===== src/rtl/alu_issue.sv =====
// Operand issue stage for the alu block: buffers commands in a small FIFO, issues
// them one per cycle with an en strobe, and returns each ALU result with its opcode.
module alu_issue #(
  parameter int DEPTH   = 4,
  parameter int ALU_LAT = 1
) (
  input  logic                       clk,
  input  logic                       rst,
  input  logic                       in_valid,
  output logic                       in_ready,
  input  logic [31:0]                in_a,
  input  logic [31:0]                in_b,
  input  logic [1:0]                 in_op,
  input  logic                       hold,
  output logic [31:0]                alu_a,
  output logic [31:0]                alu_b,
  output logic [1:0]                 alu_op,
  output logic                       alu_en,
  input  logic [31:0]                alu_result,
  output logic                       out_valid,
  output logic [31:0]                out_result,
  output logic [1:0]                 out_op,
  output logic [$clog2(DEPTH):0]     count
);

  localparam int AW = $clog2(DEPTH);
  localparam logic [AW:0] DEPTH_C = (AW + 1)'(DEPTH);

  // Entry layout: {op, a, b}
  logic [65:0]   mem [DEPTH];
  logic [AW-1:0] wr_ptr_reg;
  logic [AW-1:0] rd_ptr_reg;
  logic [AW:0]   count_reg;
  logic [AW:0]   count_next;

  logic [31:0]   alu_a_reg;
  logic [31:0]   alu_b_reg;
  logic [1:0]    alu_op_reg;
  logic          alu_en_reg;

  logic          trk_v_reg  [ALU_LAT+1];
  logic [1:0]    trk_op_reg [ALU_LAT+1];

  logic          out_valid_reg;
  logic [31:0]   out_result_reg;
  logic [1:0]    out_op_reg;

  logic          push;
  logic          pop;
  logic [65:0]   head;

  // Readiness comes from the registered count only, so a pop never frees a slot
  // for a push in the same cycle.
  assign in_ready = (count_reg < DEPTH_C);
  assign push     = in_valid & in_ready;
  assign pop      = (count_reg != '0) & ~hold;
  assign head     = mem[rd_ptr_reg];

  always_comb begin
    count_next = count_reg;
    case ({push, pop})
      2'b10:   count_next = count_reg + 1'b1;
      2'b01:   count_next = count_reg - 1'b1;
      default: count_next = count_reg;
    endcase
  end

  always_ff @(posedge clk) begin
    if (push) begin
      mem[wr_ptr_reg] <= {in_op, in_a, in_b};
    end
  end

  always_ff @(posedge clk) begin
    if (rst) begin
      wr_ptr_reg <= '0;
      rd_ptr_reg <= '0;
      count_reg  <= '0;
      alu_a_reg  <= '0;
      alu_b_reg  <= '0;
      alu_op_reg <= '0;
      alu_en_reg <= 1'b0;
    end else begin
      count_reg  <= count_next;
      alu_en_reg <= pop;
      if (push) begin
        wr_ptr_reg <= wr_ptr_reg + 1'b1;
      end
      if (pop) begin
        rd_ptr_reg <= rd_ptr_reg + 1'b1;
        alu_op_reg <= head[65:64];
        alu_a_reg  <= head[63:32];
        alu_b_reg  <= head[31:0];
      end
    end
  end

  // Stage k holds the command issued k edges ago; the last stage lines up with
  // the edge after the ALU has registered its result.
  always_ff @(posedge clk) begin
    if (rst) begin
      trk_v_reg[0]  <= 1'b0;
      trk_op_reg[0] <= '0;
    end else begin
      trk_v_reg[0]  <= pop;
      trk_op_reg[0] <= pop ? head[65:64] : trk_op_reg[0];
    end
  end

  generate
    for (genvar gi = 1; gi <= ALU_LAT; gi++) begin : g_trk
      always_ff @(posedge clk) begin
        if (rst) begin
          trk_v_reg[gi]  <= 1'b0;
          trk_op_reg[gi] <= '0;
        end else begin
          trk_v_reg[gi]  <= trk_v_reg[gi-1];
          trk_op_reg[gi] <= trk_op_reg[gi-1];
        end
      end
    end
  endgenerate

  always_ff @(posedge clk) begin
    if (rst) begin
      out_valid_reg  <= 1'b0;
      out_result_reg <= '0;
      out_op_reg     <= '0;
    end else begin
      out_valid_reg <= trk_v_reg[ALU_LAT];
      if (trk_v_reg[ALU_LAT]) begin
        out_result_reg <= alu_result;
        out_op_reg     <= trk_op_reg[ALU_LAT];
      end
    end
  end

  assign alu_a      = alu_a_reg;
  assign alu_b      = alu_b_reg;
  assign alu_op     = alu_op_reg;
  assign alu_en     = alu_en_reg;
  assign out_valid  = out_valid_reg;
  assign out_result = out_result_reg;
  assign out_op     = out_op_reg;
  assign count      = count_reg;

endmodule


===== config.mk =====
export PLATFORM = sky130hd
export DESIGN_NAME = alu_issue
export DESIGN_NICKNAME = d
export VERILOG_FILES = /design/src/rtl/alu_issue.sv
export SDC_FILE = /design/constraint.sdc
export NUM_CORES = 1
export LEC_CHECK = 0
export BUFFER_PORTS_ARGS = -buffer_cell sky130_fd_sc_hd__clkbuf_2
export CAP_MARGIN = 40
export CORE_ASPECT_RATIO = 0.75
export CORE_MARGIN = 5
export CORE_UTILIZATION = 56
export DETAILED_ROUTE_END_ITERATION = 10
export PLACE_DENSITY = 0.79
export SLEW_MARGIN = 20
export SYNTH_ARGS = -nofsm -noshare
export SYNTH_HDL_FRONTEND = slang
export SYNTH_SLANG_ARGS = --single-unit

===== constraint.sdc =====
create_clock -name clk -period 3.85 [get_ports clk]
set_clock_uncertainty 0.2 [all_clocks]
set_input_delay 0.5775 -clock clk [delete_from_list [all_inputs] [get_ports clk]]
set_output_delay 0.5775 -clock clk [all_outputs]
set_load 0.03 [all_outputs]

==> impl_metrics.toml, run 1 <==
[synthesis]
synth_edf_count = 264
syn_inst = 665
synth_area_sq_um = 13300
synthTopCellsByCount = "edfxtp_1, dfxtp_1, a22o_1, mux4_2, nor2_1"
synth.most_common_cell = "edfxtp_1"
avgSynthCellArea_sq_um = 19.99
synth_top_family_by_area = "multiplexers"
synth_area_leaders = "edfxtp_1, dfxtp_1, mux4_2"
synthAdderAreaFrac_pct = 0.6211
yosysTopAreaCell = "edfxtp_1"
yosys_warnings = 0
async_flop_share_pct = 0
synth_compound_area_share_pct = 4.828
synth-xor-area-share_pct = 0.1976
synth-seq-cells = 378
synth_top_cell_area_share_pct = 59.63
synth.distinct_cells = 27
synthSimpleGateAreaFrac_pct = 1.873
synth.area.mux_share_pct = 13.82
synth-main-ff-cell = "edfxtp_1"
syn_nets = 773
seq_area_frac_synth_pct = 76.79

[detailed_routing]
drt_wl_total_mm = 27.03
viasPerCell = 5.738
final_antenna_net_count = 0
dr_total_vias = 6972
first_pass_iters = 5
drc_errors = 0
wl_per_cell_um = 22.25
drt_iter0_drc = 601

[placement]
placed_cells = 1148
gp_congestion = 0.7404
dp.final_hpwl_mm = 16.75
port_buffers = 207

[die]
die_h_um = 143.4
num_io_pins = 208
die_width_um = 187.9
fp.coreArea_sq_um = 23180
placementRows = 48
start_util_pct = 57.35
die_area_sq_um = 26960

[clocking]
clk_latency_ns = 0.51
postCtsSetupRepairBufs = 0
htreeDepth = 2
clk_pin_slew_ns = 0.07
ctsResizeCount = 0
cts_buffers = 36
cts_num_sinks = 378
clockRootBuffer = "clkbuf_16"
cts.path.max_buffers = 3
tritoncts = "yes"
cts_hold_buf = 0

[timing]
rsz0062_at_grt = "no"
finalCritPeriodShare_pct = 60.70
setup_viol = 0
worst_slew_pin_slew_ns = 0.6207
slew_violations = 0
finalCriticalPeriod_ns = 2.337
hold_viol_final = 0
max-slew-margin-rel_pct = 58.54
setup_tns_ns = 0
holdWs_ns = 0.08170
fmax_mhz = 427.9

[worst_setup_path]
cp_max_fo = 35
critPathCaptureType = "flop"
worstPathRequired_ns = 3.83
reg2reg_slack_ns = 1.51
worst_setup_path_start_kind = "flop"
setup.worst_path.class = "reg -> reg"
cp.arrival_ns = 2.32

[power]
power_density_nw_per_um2 = 700.1
power_leakage_nw = 5.772
ir_drop_mv = 0.4532
sequentialPowerShare_pct = 47.5
switching_share_pct = 28.35
clockPowerShare_pct = 31.3
p_sw_mw = 3.156
combinationalPowerShare_pct = 21.2
power.internal_mw = 7.977

[finish]
fin_nets = 994
drive_above_1_share_pct = 38.62
final_util_pct = 68.59
area.growth.synth_to_final_pct = 19.60
largest-register = "mem"
final_cells = 1215
largest_reg_flops = 264

[flow_run]
maxCapViolations = 0

[grt]
grt_start_max_net_pins = 67
grt_pass1_wl_mm = 41.72
grt.total_usage_pct = 19.98
grt_pass1_vias = 7106
antenna_found_initial = 5
gr-total-overflow = 0

[run_status]
status = "finished, final reports clean"

[min_path]
min_path_type = "in -> reg"
==> power by group through the flow <==
stage / Sequential [mW] / Combinational (mW) / Clock, mW
2_1_floorplan: 5.70 / 1.30 / 0
3_3_place_gp: 5.38 / 2.28 / 0
3_5_place_dp: 5.36 / 2.37 / 0
4_1_cts: 5.29 / 2.39 / 3.55
5_1_grt: 5.35 / 2.52 / 3.73
6_report: 5.29 / 2.36 / 3.49
==> layout by cell type, fill, tap and decap left out, types with 7 or more instances in the layout <==
master,Yosys,final
dfxtp_1,114,111
edfxtp_1,264,264
inv_1,10,10
mux4_2,66,66
clkbuf_2,0,207
mux2i_1,35,35
nor2_1,40,40
clkbuf_8,0,7
clkbuf_16,0,37
clkbuf_1,19,8
a22o_1,66,66
==> worst paths after layout <==
| path | to | depth (start not counted) | from |
|---|---|---|---|
| max reg2reg | mem[3][40]$_DFFE_PP_ | 3 | count[2]$_SDFFE_PP0P_ |
| max | mem[3][40]$_DFFE_PP_ | 3 | count[2]$_SDFFE_PP0P_ |
| min reg2reg | trk_v_reg[1]$_SDFF_PP0_ | 1 | trk_v_reg[0]$_SDFF_PP0_ |
| min | mem[3][3]$_DFFE_PP_ | 1 | in_b[3] |
==> final cells by class <==
cell class / count / area (sq um)
inverters: 10 / 37.54
flip-flops and latches: 378 / 10220
well taps: 300 / 375.4
multi-input cells: 240 / 2853
fillers: 1460 / 7281
repair buffers: 220 / 1229
clock buffers: 52 / 1052
clock inverters: 14 / 133.9
diodes: 1 / 2.502
==> cell families (layout without fill, tap and decap cells) <==
kind of cell | count (synthesis) | in the layout
simple gates | 55 | 55
xor+xnor | 3 | 3
mux | 101 | 101
flops | 378 | 378
compound gates | 75 | 75
buf+inv | 47 | 296
other cells | 0 | 1
fa+ha+maj | 6 | 6
==> per-stage QoR <==
| step | setup WS, ns | instance area [sq um] | power (mW) |
|---|---|---|---|
| 3_5_place_dp | 1.204 | 14710 | 7.730 |
| 4_1_cts | 1.496 | 15900 | 11.23 |
| 3_3_place_gp | 1.227 | 14670 | 7.657 |
| 5_1_grt | 1.343 | 15900 | 11.60 |
| 2_1_floorplan | 0.7114 | 13300 | 7.001 |
| 6_report | 1.513 | 15900 | 11.13 |
==> critical path, cell delays in order (launching register included) <==
cell and delay [ns]:
dfxtp_1 0.37, nor2b_1 0.52, and2_4 0.58, buf_12 0.30
==> routing by layer <==
layer	GRT usage [%]	up-vias	share of wire [%]
met2	31.30	323	47
li1	-	3103	-
met4	4.556	8	1.8
met5	0	-	0.17
met1	28.81	3486	42
met3	5.391	52	9.2
No activity file was read; power rests on OpenSTA's default activity.
==> run 2: changes to the inputs <==
==> constraint.sdc (replaced) <==
create_clock -name clk -period 2.3 [get_ports clk]
set_clock_uncertainty 0.2 [all_clocks]
set_input_delay 0.345 -clock clk [delete_from_list [all_inputs] [get_ports clk]]
set_output_delay 0.345 -clock clk [all_outputs]
set_load 0.03 [all_outputs]
==> run 2 against run 1 <==
Fmax increased by 7.4%. Power rose by 68%. Register-to-register slack got worse by 1.4 ns. Critical endpoint is now count[2]$_SDFFE_PP0P_. Setup slack worse by 1.4 ns. Utilization increased by 4.7 points. Combinational power rose by 80%. Sequential power increased by 67%.
==> impl_metrics.toml, run 2 (synthesis results as in run 1) <==
[finish]
fin_nets = 1100
stdcell_area_sq_um = 17000
final_util_pct = 73.33
final_cells = 1318
final_cell_mix = "edfxtp_1, clkbuf_2, dfxtp_1"
largest-register = "mem"
diodes = 0
largest_reg_flops = 264
final_common_cell = "edfxtp_1"
area.growth.synth_to_final_pct = 27.86
drive_above_1_share_pct = 35.76
fillers = 1370

[timing]
finalWorstSetupSlack_ns = 0.1246
holdWs_ns = 0.02671
slew_violations = 0
max-slew-margin-rel_pct = 63.76
worst_slew_pin_slew_ns = 0.5436
setup_viol = 0
setup_tns_ns = 0
finalCritPeriodShare_pct = 94.58
rsz0062_at_grt = "no"
finalCriticalPeriod_ns = 2.175
hold_viol_final = 0
fmax_mhz = 459.7

[clocking]
htreeDepth = 2
clk_latency_ns = 0.50
clk_pin_slew_ns = 0.06
cts_num_sinks = 378
cts_buffers = 36
clockRootBuffer = "clkbuf_16"
tritoncts = "yes"
cts.path.max_buffers = 3

[placement]
post-place-ws_ns = 0.1294
gp_congestion = 0.7860
placed_cells = 1156
port_buffers = 207
placed_area_sq_um = 14870
dp.final_hpwl_mm = 15.97

[die]
die_width_um = 187.9
start_util_pct = 57.35
die_h_um = 143.4
num_io_pins = 208
fp.coreArea_sq_um = 23180
placementRows = 48
die_area_sq_um = 26960

[grt]
grt_start_max_net_pins = 68
grt_pass1_vias = 7801
antenna_found_initial = 0
grt.total_usage_pct = 21.17
gr-total-overflow = 0
grt_pass1_wl_mm = 44.66

[detailed_routing]
drt_wl_total_mm = 28.14
wl_per_cell_um = 21.35
viasPerCell = 5.555
drc_errors = 0
first_pass_iters = 4
drt_iter0_drc = 541
dr_total_vias = 7322
final_antenna_net_count = 0

[power]
power_density_nw_per_um2 = 1100
p_total_mw = 18.70
power_leakage_nw = 6.226
clockPowerShare_pct = 30.2
ir_drop_mv = 0.7396
p_sw_mw = 5.268
sequentialPowerShare_pct = 47.1
power.internal_mw = 13.43
combinationalPowerShare_pct = 22.6
switching_share_pct = 28.17

[min_path]
min_path_type = "in -> reg"

[worst_setup_path]
setup.worst_path.class = "reg -> reg"
crit_end = "count[2]$_SDFFE_PP0P_"
r2r-end = "count[2]$_SDFFE_PP0P_"
critPathCaptureType = "flop"
cp_max_fo = 7
cp.arrival_ns = 2.39
reg2reg_slack_ns = 0.12
r2r-start = "count[2]$_SDFFE_PP0P_"
worstPathRequired_ns = 2.51
startpoint = "count[2]$_SDFFE_PP0P_"
r2r_cells = 9
worst_setup_path_start_kind = "flop"

[run_status]
status = "finished, final reports clean"

[flow_run]
maxCapViolations = 0
-- run 2: routing by layer --
layer  part of all wire [%]  vias up  track usage (%)
met4                    1.6        0            4.633
met3                    7.3       41            4.760
met1                     43     3701            29.82
met2                     48      265            34.83
li1                       -     3315                -
met5                      0        -                0
-- run 2: timing repair --
item                                   CTS  global route
setup endpoints to repair                0             1
buffers inserted                         0             0
gates resized for setup                  0             3
endpoints found under the hold margin  296             0
hold buffers                            98             0
-- run 2: worst max-delay path: stages (launching register included) --
cell and delay [ns]:
dfxtp_4 0.36, or3_4 0.42, nand2_2 0.09, inv_1 0.05
ha_1 0.20, inv_1 0.07, fa_2 0.19, xor2_1 0.07
or3_1 0.31, a21oi_1 0.14
-- run 2: power by group through the flow --
stage | logic, mW | clock network [mW] | registers [mW]
3_3_place_gp | 4.08 | 0 | 8.89
4_1_cts | 4.27 | 5.77 | 8.81
2_1_floorplan | 2.17 | 0 | 9.53
3_5_place_dp | 4.12 | 0 | 8.93
5_1_grt | 4.55 | 6.08 | 8.90
6_report | 4.24 | 5.65 | 8.81
-- run 2: worst min path at each step --
stage | slack [ns] | cells after the start | start | end
floorplan | 0.23 | 1 | rst | trk_op_reg[1][1]$_SDFF_PP0_
global placement | 0.24 | 1 | trk_v_reg[0]$_SDFF_PP0_ | trk_v_reg[1]$_SDFF_PP0_
detailed placement | 0.25 | 1 | trk_v_reg[0]$_SDFF_PP0_ | trk_v_reg[1]$_SDFF_PP0_
CTS | 0.003 | 2 | rst | count[1]$_SDFFE_PP0P_
global route | 0.03 | 2 | rst | count[2]$_SDFFE_PP0P_
finish | 0.03 | 2 | rst | count[1]$_SDFFE_PP0P_
-- run 2: layout make-up --
| type | instances | area, sq um | area share (%) |
|---|---|---|---|
| Clock inverter | 14 | 96.34 | 0.5668 |
| Tap cell | 300 | 375.4 | 2.208 |
| Multi-Input combinational cell | 240 | 2858 | 16.81 |
| Inverter | 10 | 37.54 | 0.2208 |
| Sequential cell | 378 | 10220 | 60.15 |
| Clock buffer | 50 | 1045 | 6.146 |
| Timing Repair Buffer | 326 | 2362 | 13.90 |
